==> config.mk <==
export PLATFORM = sky130hd
export DESIGN_NAME = vga_timing_gen
export DESIGN_NICKNAME = d
export VERILOG_FILES = /design/src/rtl/vga_pkg.sv /design/src/rtl/vga_delay_line.sv /design/src/rtl/vga_timing_gen.sv
export SDC_FILE = /design/constraint.sdc
export NUM_CORES = 1
export LEC_CHECK = 0
export CORE_ASPECT_RATIO = 0.75
export CORE_MARGIN = 5
export CORE_UTILIZATION = 50
export CTS_CLUSTER_DIAMETER = 40
export CTS_CLUSTER_SIZE = 30
export DETAILED_ROUTE_END_ITERATION = 12
export PLACE_DENSITY = 0.87
export SYNTH_ARGS = -nofsm -noshare
export SYNTH_HDL_FRONTEND = slang
export SYNTH_SLANG_ARGS = --single-unit
==> constraint.sdc <==
create_clock -name real100clock -period 1.85 [get_ports real100clock]
set_input_delay 0.185 -clock real100clock [delete_from_list [all_inputs] [get_ports real100clock]]
set_output_delay 0.185 -clock real100clock [all_outputs]
set_load 0.02 [all_outputs]
==> src/rtl/vga_pkg.sv <==
// rtl/vga_pkg.sv - VGA timing presets and total-length helper
package vga_pkg;

  typedef struct packed {
    int active;
    int fp;
    int sync;
    int bp;
  } vga_axis_t;

  localparam vga_axis_t VGA_640X480_H = '{active: 640, fp: 16, sync: 96,  bp: 48};
  localparam vga_axis_t VGA_640X480_V = '{active: 480, fp: 10, sync: 2,   bp: 33};
  localparam vga_axis_t VGA_800X600_H = '{active: 800, fp: 40, sync: 128, bp: 88};
  localparam vga_axis_t VGA_800X600_V = '{active: 600, fp: 1,  sync: 4,   bp: 23};

  function automatic int vga_total(vga_axis_t a);
    return a.active + a.fp + a.sync + a.bp;
  endfunction

endpackage

==> src/rtl/vga_delay_line.sv <==
// rtl/vga_delay_line.sv - enable-qualified shift register with preset reset value
module vga_delay_line #(
  parameter int               WIDTH   = 1,
  parameter int               DEPTH   = 1,
  parameter logic [WIDTH-1:0] RST_VAL = '0
) (
  input  logic             clk,
  input  logic             resetn,
  input  logic             en,
  input  logic [WIDTH-1:0] din,
  output logic [WIDTH-1:0] dout
);

  logic [WIDTH-1:0] stage [DEPTH];

  always_ff @(posedge clk or negedge resetn) begin
    if (!resetn) begin
      for (int i = 0; i < DEPTH; i++) stage[i] <= RST_VAL;
    end else if (en) begin
      stage[0] <= din;
      for (int i = 1; i < DEPTH; i++) stage[i] <= stage[i-1];
    end
  end

  assign dout = stage[DEPTH-1];

endmodule

==> src/rtl/vga_timing_gen.sv <==
// rtl/vga_timing_gen.sv - parametrised VGA raster timing generator
module vga_timing_gen
  import vga_pkg::*;
#(
  parameter int H_ACTIVE   = VGA_640X480_H.active,
  parameter int H_FP       = VGA_640X480_H.fp,
  parameter int H_SYNC     = VGA_640X480_H.sync,
  parameter int H_BP       = VGA_640X480_H.bp,
  parameter int V_ACTIVE   = VGA_640X480_V.active,
  parameter int V_FP       = VGA_640X480_V.fp,
  parameter int V_SYNC     = VGA_640X480_V.sync,
  parameter int V_BP       = VGA_640X480_V.bp,
  parameter bit H_SYNC_POL = 1'b0,
  parameter bit V_SYNC_POL = 1'b0,
  parameter int CLK_DIV    = 4,
  parameter int PIPE_DELAY = 0,
  parameter int XW         = 10,
  parameter int YW         = 10
) (
  input  logic          real100clock,
  input  logic          resetn,
  input  logic          enable,
  output logic          VGAclock,
  output logic          pixtick,
  output logic          hsync,
  output logic          vsync,
  output logic          VGAblanck,
  output logic          VGAsync,
  output logic          de,
  output logic [XW-1:0] xPixel,
  output logic [YW-1:0] yPixel,
  output logic          linestart,
  output logic          framestart
);

  localparam int H_TOTAL = vga_total(vga_axis_t'{active: H_ACTIVE, fp: H_FP, sync: H_SYNC, bp: H_BP});
  localparam int V_TOTAL = vga_total(vga_axis_t'{active: V_ACTIVE, fp: V_FP, sync: V_SYNC, bp: V_BP});
  localparam int HW = $clog2(H_TOTAL + 1);
  localparam int VW = $clog2(V_TOTAL + 1);
  localparam int DW = $clog2(CLK_DIV);

  localparam logic [DW-1:0] D_LAST = DW'(CLK_DIV - 1);
  localparam logic [DW-1:0] D_HALF = DW'(CLK_DIV / 2);
  localparam logic [HW-1:0] H_LAST = HW'(H_TOTAL - 1);
  localparam logic [HW-1:0] H_ACT  = HW'(H_ACTIVE);
  localparam logic [HW-1:0] HS_BEG = HW'(H_ACTIVE + H_FP);
  localparam logic [HW-1:0] HS_END = HW'(H_ACTIVE + H_FP + H_SYNC);
  localparam logic [VW-1:0] V_LAST = VW'(V_TOTAL - 1);
  localparam logic [VW-1:0] V_ACT  = VW'(V_ACTIVE);
  localparam logic [VW-1:0] VS_BEG = VW'(V_ACTIVE + V_FP);
  localparam logic [VW-1:0] VS_END = VW'(V_ACTIVE + V_FP + V_SYNC);

  logic [DW-1:0] dcnt;
  logic [DW-1:0] dcnt_nxt;
  logic          vclk_q;
  logic [HW-1:0] x;
  logic [VW-1:0] y;
  logic          tick;
  logic          x_wrap;
  logic          y_wrap;
  logic          hs_raw;
  logic          vs_raw;
  logic          act_raw;
  logic [2:0]    dly_in;
  logic [2:0]    dly_out;
  logic [XW-1:0] xpix_q;
  logic [YW-1:0] ypix_q;
  logic          ls_q;
  logic          fs_q;

  assign dcnt_nxt = (dcnt == D_LAST) ? '0 : dcnt + 1'b1;
  assign tick     = (dcnt == D_LAST) && enable;
  assign x_wrap   = (x == H_LAST);
  assign y_wrap   = (y == V_LAST);

  assign hs_raw  = (x >= HS_BEG) && (x < HS_END);
  assign vs_raw  = (y >= VS_BEG) && (y < VS_END);
  assign act_raw = (x < H_ACT) && (y < V_ACT);

  // Divider and pixel clock free-run; only the raster position obeys enable.
  always_ff @(posedge real100clock or negedge resetn) begin
    if (!resetn) begin
      dcnt   <= '0;
      vclk_q <= 1'b1;
    end else begin
      dcnt   <= dcnt_nxt;
      vclk_q <= (dcnt_nxt < D_HALF);
    end
  end

  // Outputs reflect the position held before the tick, so (0,0) is shown first.
  always_ff @(posedge real100clock or negedge resetn) begin
    if (!resetn) begin
      x      <= '0;
      y      <= '0;
      xpix_q <= '0;
      ypix_q <= '0;
      ls_q   <= 1'b0;
      fs_q   <= 1'b0;
    end else begin
      ls_q <= tick && x_wrap;
      fs_q <= tick && x_wrap && y_wrap;
      if (tick) begin
        x      <= x_wrap ? '0 : x + 1'b1;
        xpix_q <= act_raw ? XW'(x) : '0;
        ypix_q <= act_raw ? YW'(y) : '0;
        if (x_wrap) y <= y_wrap ? '0 : y + 1'b1;
      end
    end
  end

  assign dly_in = {hs_raw ? H_SYNC_POL : ~H_SYNC_POL,
                   vs_raw ? V_SYNC_POL : ~V_SYNC_POL,
                   act_raw};

  // One stage matches the xPixel register; PIPE_DELAY further stages follow it.
  vga_delay_line #(
    .WIDTH   (3),
    .DEPTH   (PIPE_DELAY + 1),
    .RST_VAL ({~H_SYNC_POL, ~V_SYNC_POL, 1'b0})
  ) u_sync_dly (
    .clk    (real100clock),
    .resetn (resetn),
    .en     (tick),
    .din    (dly_in),
    .dout   (dly_out)
  );

  assign VGAclock   = vclk_q;
  assign pixtick    = tick;
  assign hsync      = dly_out[2];
  assign vsync      = dly_out[1];
  assign VGAblanck  = dly_out[0];
  assign de         = dly_out[0];
  assign VGAsync    = 1'b0;
  assign xPixel     = xpix_q;
  assign yPixel     = ypix_q;
  assign linestart  = ls_q;
  assign framestart = fs_q;

endmodule

After elaboration in Yosys (flattened, before gate mapping)
Index checks and enable logic that the tools add are counted.
Storage, ports and cells
  bits in registers: 48
  input bits: 3
Operators by class
  $add $sub $neg: 3
  order comparisons: 7
  equal/unequal tests: 3
  mux-type cells: 7
  reductions and logical operators: 7
Operators with widths (count)
  $mux 10: 4
  $add 10x1->10 const B: 2
  $eq 10x10->1 const B: 2
  $lt 10x10->1 const B: 2
  $lt 10x9->1 const B: 2
  $ge 10x10->1 const B: 1
  $ge 10x9->1 const B: 1
  $logic_and 1x1->1: 6
  $add 2x1->2 const B: 1
  $eq 2x2->1 const B: 1
  $lt 2x2->1 const B: 1
  $mux 1: 2
  $mux 2: 1
  $reduce_and 2->1: 1

Longest topological paths before layout
Gate-level depths: netlist of the first run.
  word-level depth: 4
  depth in mapped cells: 7

Hierarchy
A second synthesis of the first run with hierarchy kept.
Second synthesis, totals
  cells, all modules: 220
  area, all modules: 2198.4 µm²
Modules (own cells, without submodules)
  vga_timing_gen: instances 1, cells each 214, area each 2087.0 µm²
  vga_delay_line: instances 1, cells each 6, area each 111.4 µm²

Worst setup path after synthesis of the first run
Ideal clock, no wire load.
  path type: reg2reg
  start: register dcnt[0]
  end: register y[4]
  setup time: 0.127 ns
  arrival time: 1.711 ns
  path slack: 0.011 ns
  cell stages (with the launch flop): 8
  path buffers: 0
  clock period less this slack: 1.839 ns
  cells stage by stage: dfrtp_1 ha_1 nand2_2 clkinv_1 nand4_4 inv_2 nand4_1 mux2_1
On the way
  cells in the longest elaborated chain, start to end: 3
RTL lines
  start: declaration: RTL line vga_timing_gen.sv:53  | logic [DW-1:0] dcnt;
  start signal: assignment: RTL line vga_timing_gen.sv:86  | dcnt <= dcnt_nxt;
  $eq 2x2->1: RTL line vga_timing_gen.sv:72  | assign tick = (dcnt == D_LAST) && enable;
  $logic_and 1x1->1: RTL line vga_timing_gen.sv:72
  net pixtick: RTL line vga_timing_gen.sv:24  | output logic pixtick,
  $reduce_and 2->1 (no source line)
  end signal: assignment: RTL line vga_timing_gen.sv:107  | if (x_wrap) y <= y_wrap ? '0 : y + 1'b1;
  end: declaration: RTL line vga_timing_gen.sv:57  | logic [VW-1:0] y;
The timed path passes the listed nets, and every way through them passes these cells.
A chain may end at the register's enable or synchronous reset.

Worst setup path in the final report of the first run
  start: register dcnt[0]
  end: output port pixtick
On the way
  cells in the longest elaborated chain, start to end: 2
RTL lines (RTL line)
  $eq 2x2->1: vga_timing_gen.sv:72
  $logic_and 1x1->1: vga_timing_gen.sv:72
  end: declaration: vga_timing_gen.sv:24
No other way between the ends.

==> run_summary.xml, run 1 <==
<?xml version="1.0" encoding="UTF-8"?>
<metrics>
  <group name="worst_setup_path">
    <metric name="crit_required" unit="ns">1.66</metric>
    <metric name="path_class" unit="">flop to primary output</metric>
    <metric name="start_kind" unit="">flop</metric>
    <metric name="worst-path-buf-inv" unit="">2</metric>
    <metric name="timing.critical_path.slowest_stage_cell" unit="">sky130_fd_sc_hd__dfrtp_1</metric>
    <metric name="critPathCaptureType" unit="">primary output</metric>
    <metric name="path_delay_family" unit="">buffers and inverters</metric>
    <metric name="max_stage_delay" unit="ns">0.40</metric>
    <metric name="crit_path_max_fanout" unit="">6</metric>
    <metric name="worst_ep_arrival_time" unit="ns">1.60</metric>
    <metric name="worstPathCellList" unit="">ha_1, nand2_2, clkinv_1, dlygate4sd2_1</metric>
  </group>
  <group name="clock_tree">
    <metric name="cts_inserted_buffers" unit="">5</metric>
    <metric name="ctsLongestPathBuffers" unit="">2</metric>
    <metric name="clkTransAtPathRegs" unit="ns">0.09</metric>
    <metric name="tritoncts_clock_tree" unit="">done</metric>
    <metric name="cts-htree-levels" unit="">2</metric>
    <metric name="clock_tree.root_cell" unit="">sky130_fd_sc_hd__clkbuf_8</metric>
    <metric name="clock_sink_count" unit="">48</metric>
    <metric name="clock_latency_late_sink" unit="ns">0.30</metric>
  </group>
  <group name="route">
    <metric name="vias_per_cell" unit="">5.49</metric>
    <metric name="ant_nets" unit="">0</metric>
    <metric name="post_drt_wl_per_cell" unit="um">16.0</metric>
    <metric name="drtIter0Drc" unit="">85</metric>
    <metric name="routed_wirelength" unit="um">4600</metric>
    <metric name="detail_route.first_pass.iterations" unit="">4</metric>
    <metric name="via_total_after_detailed_routing" unit="">1580</metric>
    <metric name="post_route_drc_violation_count" unit="">0</metric>
  </group>
  <group name="sta">
    <metric name="rsz0062_at_grt" unit="">false</metric>
    <metric name="hold_viol_final" unit="">0</metric>
    <metric name="report.final.slew_viol_count" unit="">0</metric>
    <metric name="timing.final.ws_setup" unit="ns">0.0622</metric>
    <metric name="setup_tns" unit="ns">0</metric>
    <metric name="period_minus_slack" unit="ns">1.79</metric>
    <metric name="setup_viol" unit="">0</metric>
    <metric name="final_min_period_over_clock_period" unit="">0.966</metric>
    <metric name="timing.fmax" unit="MHz">559</metric>
    <metric name="worst_clock_skew" unit="ns">0.00863</metric>
  </group>
  <group name="global_routing">
    <metric name="gr-usage-all-layers" unit="">0.175</metric>
    <metric name="grt_pass1_wl" unit="um">7670</metric>
    <metric name="aggregate_global_routing_overflow" unit="">0</metric>
    <metric name="antenna_found_initial" unit="">0</metric>
    <metric name="grt_max_degree" unit="">49</metric>
    <metric name="grt_pass1_vias" unit="">1585</metric>
  </group>
  <group name="layout">
    <metric name="regArea" unit="um2">1200</metric>
    <metric name="multi_input_comb_area" unit="um2">815</metric>
    <metric name="syn2layout_area_growth" unit="%">30.5</metric>
    <metric name="layout.filler_cells" unit="">296</metric>
    <metric name="drive_gt1_frac" unit="">0.189</metric>
    <metric name="final_net_count" unit="">241</metric>
    <metric name="diodes" unit="">0</metric>
  </group>
  <group name="power_and_ir_drop">
    <metric name="total_leakage_power" unit="nW">1.31</metric>
    <metric name="power-per-cell-area" unit="nW/um2">710</metric>
    <metric name="vdd.ir_drop.worst" unit="mV">0.396</metric>
  </group>
  <group name="worst_hold_path">
    <metric name="worst_hold_path_type" unit="">primary input to async pin</metric>
  </group>
  <group name="logic_synthesis">
    <metric name="asyncSetResetFlopFracSynth" unit="">1.00</metric>
    <metric name="synth_largest_area_cell" unit="">sky130_fd_sc_hd__dfrtp_1</metric>
    <metric name="syn-cell-area" unit="um2">2080</metric>
    <metric name="synth_top_cell_area_share" unit="">0.542</metric>
    <metric name="number_of_flops_mapped_to_enable_cells_by_yosys" unit="">0</metric>
    <metric name="synth-seq-area-share" unit="">0.580</metric>
    <metric name="netlist_cell_types" unit="">44</metric>
    <metric name="synth_commonest_cells" unit="">sky130_fd_sc_hd__dfrtp_1, sky130_fd_sc_hd__a22o_1, sky130_fd_sc_hd__nand2_1, sky130_fd_sc_hd__nor2_1, sky130_fd_sc_hd__o21ai_0</metric>
    <metric name="syn_area_per_cell" unit="um2">11.6</metric>
    <metric name="synth.area.top_cells" unit="">sky130_fd_sc_hd__dfrtp_1, sky130_fd_sc_hd__a22o_1, sky130_fd_sc_hd__dfstp_2, sky130_fd_sc_hd__ha_1, sky130_fd_sc_hd__nand2_1</metric>
    <metric name="cells_after_synth" unit="">179</metric>
    <metric name="leading_cell_type_by_number_of_instances_after_synthesis" unit="">sky130_fd_sc_hd__dfrtp_1</metric>
    <metric name="ys_warns" unit="">0</metric>
    <metric name="ys_ff_latch" unit="">48</metric>
    <metric name="primary_ff_master_synth" unit="">sky130_fd_sc_hd__dfrtp_1</metric>
    <metric name="syn_nets" unit="">188</metric>
  </group>
  <group name="floorplanning">
    <metric name="initial_core_utilization" unit="">0.516</metric>
    <metric name="die_w" unit="um">84.4</metric>
    <metric name="core_area" unit="um2">4030</metric>
    <metric name="io_pins" unit="">32</metric>
    <metric name="die_h" unit="um">65.8</metric>
    <metric name="die-area" unit="um2">5560</metric>
    <metric name="num_rows" unit="">20</metric>
  </group>
  <group name="flow_run">
    <metric name="timing.max_cap.violations" unit="">0</metric>
  </group>
  <group name="place">
    <metric name="io_buffer_count" unit="">30</metric>
    <metric name="gp_congestion" unit="">0.868</metric>
    <metric name="place.detailed.hpwl" unit="um">3320</metric>
    <metric name="worst_slack_after_detailed_placement" unit="ns">0.0823</metric>
  </group>
  <group name="run_status">
    <metric name="run_status" unit="">finished, final reports clean</metric>
  </group>
</metrics>
per-layer routing:
metal  part of all wire  track usage  wire length, um
met5                  0            0                0
met4              0.016       0.0613               73
met3              0.058       0.0436              269
met2               0.46        0.261             2100
met1               0.47        0.250             2160
cells in the final DEF, fill, tap and decap left out, types with 4 or more instances in the layout:
cell type,count
sky130_fd_sc_hd__nand3_1,5
sky130_fd_sc_hd__nand4_1,4
sky130_fd_sc_hd__dfrtp_1,45
sky130_fd_sc_hd__a22o_1,20
sky130_fd_sc_hd__nor2_1,9
sky130_fd_sc_hd__o21ai_0,9
sky130_fd_sc_hd__clkbuf_8,6
sky130_fd_sc_hd__buf_4,23
sky130_fd_sc_hd__inv_1,6
sky130_fd_sc_hd__ha_1,6
sky130_fd_sc_hd__clkdlybuf4s50_1,28
sky130_fd_sc_hd__and3_1,4
sky130_fd_sc_hd__xnor2_1,5
sky130_fd_sc_hd__nand2_1,15
logic make-up (layout without fill, tap and decap cells):
group                    Yosys count  in the layout  share of synthesized area
adder cells (fa/ha/maj)            6              6                     0.0361
multiplexers                       3              3                     0.0163
AND/OR/NAND/NOR                   57             57                      0.157
XOR/XNOR                           8              8                     0.0337
flip-flops                        48             48                      0.580
AO/OA/AOI/OAI                     39             39                      0.139
other                              1              1                    0.00180
buffers and inverters             17             71                     0.0361
path summary, 6_finish.rpt:
path | startpoint | slack, ns | depth (start not counted) | end
min in group real100clock | dcnt[0]$_DFF_PN0_ | 0.44 | 1 | dcnt[0]$_DFF_PN0_
max in group asynchronous | resetn | 1.19 | 3 | VGAclock$_DFF_PN1_
worst max register to register | x[1]$_DFFE_PN0N_ | 0.14 | 5 | y[7]$_DFFE_PN0P_
worst max-delay path | dcnt[0]$_DFF_PN0_ | 0.06 | 4 | pixtick
worst min register to register | dcnt[0]$_DFF_PN0_ | 0.44 | 1 | dcnt[0]$_DFF_PN0_
worst min-delay path | resetn | 0.39 | 3 | x[6]$_DFFE_PN0N_
repair_timing:
item | CTS | global route
endpoints found under the setup margin | 1 | 6
buffers inserted | 0 | 0
endpoints found under the hold margin | 45 | 0
gates cloned | 0 | 0
gates resized for setup | 1 | 3
hold buffers | 1 | 0
pin swaps | 0 | 1
worst register-to-register path, delay by kind of cell (launching register included):
kind,cells,cell delay [ns]
adder cells (fa/ha/maj),1,0.20
flip-flops,1,0.40
multiplexers,1,0.35
AND/OR/NAND/NOR,3,0.65
report_power, final:
part / internal [mW] / total (mW) / switching [mW]
Clock: 0.306 / 0.656 / 0.350
Combinational: 0.0576 / 0.138 / 0.0803
Sequential: 1.09 / 1.13 / 0.0407
Total: 1.45 / 1.92 / 0.471
sequential cells by signal, summed over array words and instances, names as in the netlist:
signal	count
VGAclock	1
linestart	1
framestart	1
xPixel	10
u_sync_dly.dout	3
x	10
dcnt	2
yPixel	10
y	10
cell type report:
class,instances,share of cell area
multi-input cells,114,0.300
well taps,55,0.0254
repair buffers,55,0.183
flip-flops and latches,48,0.444
clock buffers,6,0.0305
inverters,8,0.0111
clock inverters,2,0.00508
stage by stage:
stage | cell area (um2) | power, mW | hold slack, ns | std cells | util
after detailed placement | 2590 | 1.29 | 0.191 | 279 | 0.643
after global routing | 2710 | 2.01 | 0.434 | 288 | 0.673
after CTS | 2700 | 1.93 | 0.402 | 288 | 0.669
after global placement | 2590 | 1.28 | 0.182 | 279 | 0.643
after floorplan | 2080 | 1.22 | -0.111 | 179 | -
final | 2710 | 1.92 | 0.393 | 288 | 0.673
(Power assumes the default switching activity.)
==> run 2: changes to the inputs <==
--- a/config.mk
+++ b/config.mk
@@ -5,13 +5,14 @@
 export SDC_FILE = /design/constraint.sdc
 export NUM_CORES = 1
 export LEC_CHECK = 0
+export ABC_AREA = 1
 export CORE_ASPECT_RATIO = 0.75
 export CORE_MARGIN = 5
 export CORE_UTILIZATION = 50
 export CTS_CLUSTER_DIAMETER = 40
 export CTS_CLUSTER_SIZE = 30
 export DETAILED_ROUTE_END_ITERATION = 12
-export PLACE_DENSITY = 0.87
+export PLACE_DENSITY = 0.86
 export SYNTH_ARGS = -nofsm -noshare
 export SYNTH_HDL_FRONTEND = slang
 export SYNTH_SLANG_ARGS = --single-unit
==> run 2 against run 1 <==
  * Flip-flop and latch count unchanged
  * Total power increased by 15%
  * Global-route usage increased by 0.49 points
  * Setup slack improved by 0.095 ns
  * Area after synthesis increased by 12%
  * Sequential power increased by 8%
  * Sequential share of layout area decreased by 1.6 points
  * Hold slack improved by 0.0057 ns
  * Register-to-register slack improved by 0.06 ns
  * Critical endpoint unchanged
  * Highest routed layer unchanged
==> run_summary.xml, run 2 <==
<?xml version="1.0" encoding="UTF-8"?>
<metrics>
  <group name="run_status">
    <metric name="run_status" unit="">finished, final reports clean</metric>
  </group>
  <group name="place">
    <metric name="detailed_place.area" unit="um2">2680</metric>
    <metric name="place.detailed.hpwl" unit="um">3620</metric>
    <metric name="io_buffer_count" unit="">30</metric>
    <metric name="gp_congestion" unit="">0.893</metric>
  </group>
  <group name="worst_setup_path">
    <metric name="path_class" unit="">flop to primary output</metric>
    <metric name="worst_ep_arrival_time" unit="ns">1.51</metric>
    <metric name="start_kind" unit="">flop</metric>
    <metric name="critPathCaptureType" unit="">primary output</metric>
    <metric name="max_stage_delay" unit="ns">0.39</metric>
    <metric name="timing.critical_path.slowest_stage_cell" unit="">sky130_fd_sc_hd__dfrtp_1</metric>
    <metric name="crit_path_max_fanout" unit="">8</metric>
    <metric name="worstPathCellList" unit="">ha_1, nand2_4, clkinv_2, dlygate4sd2_1</metric>
    <metric name="crit_required" unit="ns">1.66</metric>
    <metric name="worst-path-buf-inv" unit="">2</metric>
    <metric name="path_delay_family" unit="">buffers and inverters</metric>
  </group>
  <group name="floorplanning">
    <metric name="core_area" unit="um2">4490</metric>
    <metric name="io_pins" unit="">32</metric>
    <metric name="num_rows" unit="">21</metric>
    <metric name="die_h" unit="um">69.1</metric>
    <metric name="die_w" unit="um">88.8</metric>
    <metric name="die-area" unit="um2">6140</metric>
    <metric name="initial_core_utilization" unit="">0.519</metric>
  </group>
  <group name="sta">
    <metric name="timing.max_slew.rel_slack" unit="">0.625</metric>
    <metric name="setup_tns" unit="ns">0</metric>
    <metric name="worst_clock_skew" unit="ns">0.0147</metric>
    <metric name="rsz0062_at_grt" unit="">false</metric>
    <metric name="timing.fmax" unit="MHz">591</metric>
    <metric name="hold_viol_final" unit="">0</metric>
    <metric name="setup_viol" unit="">0</metric>
    <metric name="report.final.slew_viol_count" unit="">0</metric>
    <metric name="final_min_period_over_clock_period" unit="">0.915</metric>
    <metric name="tightest_slew" unit="ns">0.562</metric>
    <metric name="period_minus_slack" unit="ns">1.69</metric>
  </group>
  <group name="layout">
    <metric name="final_area" unit="um2">2810</metric>
    <metric name="mostFrequentLayoutCell" unit="">sky130_fd_sc_hd__nand2_1</metric>
    <metric name="mostFrequentLayoutCells" unit="">sky130_fd_sc_hd__nand2_1, sky130_fd_sc_hd__dfrtp_1, sky130_fd_sc_hd__nor2_1</metric>
    <metric name="diodes" unit="">0</metric>
    <metric name="syn2layout_area_growth" unit="%">20.7</metric>
    <metric name="drive_gt1_frac" unit="">0.121</metric>
    <metric name="final_net_count" unit="">315</metric>
  </group>
  <group name="clock_tree">
    <metric name="cts_inserted_buffers" unit="">5</metric>
    <metric name="tritoncts_clock_tree" unit="">done</metric>
    <metric name="clock_tree.root_cell" unit="">sky130_fd_sc_hd__clkbuf_8</metric>
    <metric name="ctsLongestPathBuffers" unit="">2</metric>
    <metric name="clock_latency_late_sink" unit="ns">0.31</metric>
    <metric name="cts-htree-levels" unit="">2</metric>
    <metric name="clkTransAtPathRegs" unit="ns">0.10</metric>
    <metric name="clock_sink_count" unit="">48</metric>
  </group>
  <group name="power_and_ir_drop">
    <metric name="total_leakage_power" unit="nW">1.36</metric>
    <metric name="power.total" unit="mW">2.21</metric>
    <metric name="power-per-cell-area" unit="nW/um2">785</metric>
    <metric name="vdd.ir_drop.worst" unit="mV">0.695</metric>
  </group>
  <group name="logic_synthesis">
    <metric name="leading_cell_type_by_number_of_instances_after_synthesis" unit="">sky130_fd_sc_hd__nand2_1</metric>
    <metric name="ys_ff_latch" unit="">48</metric>
    <metric name="cells_after_synth" unit="">270</metric>
    <metric name="synth_top_cell_area_share" unit="">0.483</metric>
    <metric name="syn_area_per_cell" unit="um2">8.63</metric>
    <metric name="synth_largest_area_cell" unit="">sky130_fd_sc_hd__dfrtp_1</metric>
    <metric name="synth_commonest_cells" unit="">sky130_fd_sc_hd__nand2_1, sky130_fd_sc_hd__dfrtp_1, sky130_fd_sc_hd__nor2_1, sky130_fd_sc_hd__inv_1, sky130_fd_sc_hd__nand3_1</metric>
    <metric name="ys_warns" unit="">0</metric>
    <metric name="number_of_flops_mapped_to_enable_cells_by_yosys" unit="">0</metric>
    <metric name="netlist_cell_types" unit="">29</metric>
    <metric name="primary_ff_master_synth" unit="">sky130_fd_sc_hd__dfrtp_1</metric>
    <metric name="synth-seq-area-share" unit="">0.517</metric>
    <metric name="synth.area.top_cells" unit="">sky130_fd_sc_hd__dfrtp_1, sky130_fd_sc_hd__nand2_1, sky130_fd_sc_hd__nor2_1, sky130_fd_sc_hd__inv_1, sky130_fd_sc_hd__nand3_1</metric>
    <metric name="syn_nets" unit="">279</metric>
    <metric name="syn-cell-area" unit="um2">2330</metric>
    <metric name="asyncSetResetFlopFracSynth" unit="">1.00</metric>
  </group>
  <group name="global_routing">
    <metric name="grt_pass1_vias" unit="">1760</metric>
    <metric name="gr-usage-all-layers" unit="">0.180</metric>
    <metric name="grt_max_degree" unit="">26</metric>
    <metric name="aggregate_global_routing_overflow" unit="">0</metric>
    <metric name="antenna_found_initial" unit="">0</metric>
    <metric name="grt_pass1_wl" unit="um">8680</metric>
  </group>
  <group name="route">
    <metric name="vias_per_cell" unit="">5.13</metric>
    <metric name="routed_wirelength" unit="um">4980</metric>
    <metric name="ant_nets" unit="">0</metric>
    <metric name="drtIter0Drc" unit="">263</metric>
    <metric name="post_route_drc_violation_count" unit="">0</metric>
    <metric name="via_total_after_detailed_routing" unit="">1869</metric>
    <metric name="post_drt_wl_per_cell" unit="um">13.7</metric>
    <metric name="detail_route.first_pass.iterations" unit="">4</metric>
  </group>
  <group name="worst_hold_path">
    <metric name="worst_hold_path_type" unit="">primary input to async pin</metric>
  </group>
  <group name="flow_run">
    <metric name="timing.max_cap.violations" unit="">0</metric>
  </group>
</metrics>
run 2: area by class of cell:
| cell class | instances | area (um2) |
|---|---|---|
| sequential | 48 | 1200 |
| clock buffer | 6 | 72.6 |
| inverter | 30 | 114 |
| fill | 367 | 1680 |
| timing repair buffer | 38 | 382 |
| clock inverter | 2 | 12.5 |
| tap | 57 | 71.3 |
| multi-input combinational | 183 | 956 |
run 2: worst reg2reg max path, cell delays in order (launching register included):
cell,delay (ns)
sky130_fd_sc_hd__dfrtp_1,0.41
sky130_fd_sc_hd__ha_1,0.20
sky130_fd_sc_hd__inv_1,0.08
sky130_fd_sc_hd__nor2_2,0.16
sky130_fd_sc_hd__nand3_2,0.17
sky130_fd_sc_hd__nor2_4,0.26
sky130_fd_sc_hd__buf_4,0.16
sky130_fd_sc_hd__nand3_1,0.05
sky130_fd_sc_hd__o21ai_0,0.08
run 2: kinds of logic (layout without fill, tap and decap cells):
group / count (synthesis) / after routing / synth area share
AO/OA/AOI/OAI: 31 / 31 / 0.0816
adder cells (fa/ha/maj): 6 / 6 / 0.0322
buffers and inverters: 39 / 76 / 0.0746
AND/OR/NAND/NOR: 139 / 139 / 0.270
flip-flops: 48 / 48 / 0.517
other: 1 / 1 / 0.00161
XOR/XNOR: 6 / 6 / 0.0226
run 2: path summary, 6_finish.rpt:
kind / slack [ns] / cells past startpoint / to / startpoint
max reg2reg: 0.20 / 8 / y[6]$_DFFE_PN0P_ / x[0]$_DFFE_PN0N_
min: 0.40 / 2 / yPixel[4]$_DFFE_PN0N_ / resetn
min reg2reg: 0.43 / 1 / dcnt[0]$_DFF_PN0_ / dcnt[0]$_DFF_PN0_
max: 0.16 / 4 / pixtick / dcnt[0]$_DFF_PN0_
max in group asynchronous: 0.83 / 3 / u_sync_dly.dout[2]$_DFFE_PN1N_ / resetn
min in group real100clock: 0.43 / 1 / dcnt[0]$_DFF_PN0_ / dcnt[0]$_DFF_PN0_
run 2: where the power goes:
part / switching, mW / total [mW] / leakage [nW] / internal [mW]
registers: 0.0862 / 1.22 / 0.571 / 1.14
clock network: 0.364 / 0.629 / 0.0412 / 0.265
logic: 0.207 / 0.356 / 0.752 / 0.149
total: 0.658 / 2.21 / 1.36 / 1.55
run 2: layer usage:
metal  global-route usage  routed length [um]  vias to the layer above
met5                    0                   0                        -
met4               0.0621                  64                        0
met3               0.0429                 350                        7
met2                0.245                2110                       62
met1                0.275                2460                      871
li1                     -                   -                      929
run 2: per-stage QoR:
step | utilization | std cells | hold slack, ns | worst slack (ns)
after floorplan | - | 270 | -0.111 | 0.475
after global placement | 0.596 | 352 | 0.194 | 0.123
after detailed placement | 0.596 | 352 | 0.202 | -0.0191
after CTS | 0.617 | 361 | 0.405 | 0.0948
after global routing | 0.626 | 364 | 0.449 | 0.0707
final | 0.626 | 364 | 0.399 | 0.158
run 2: what timing repair did:
item                                   in CTS  in global routing
gates resized for setup                     1                  1
hold buffers                                1                  0
endpoints found under the hold margin      21                  0
pin swaps                                   0                  1
setup endpoints to repair                   1                  3
buffers inserted                            0                  3
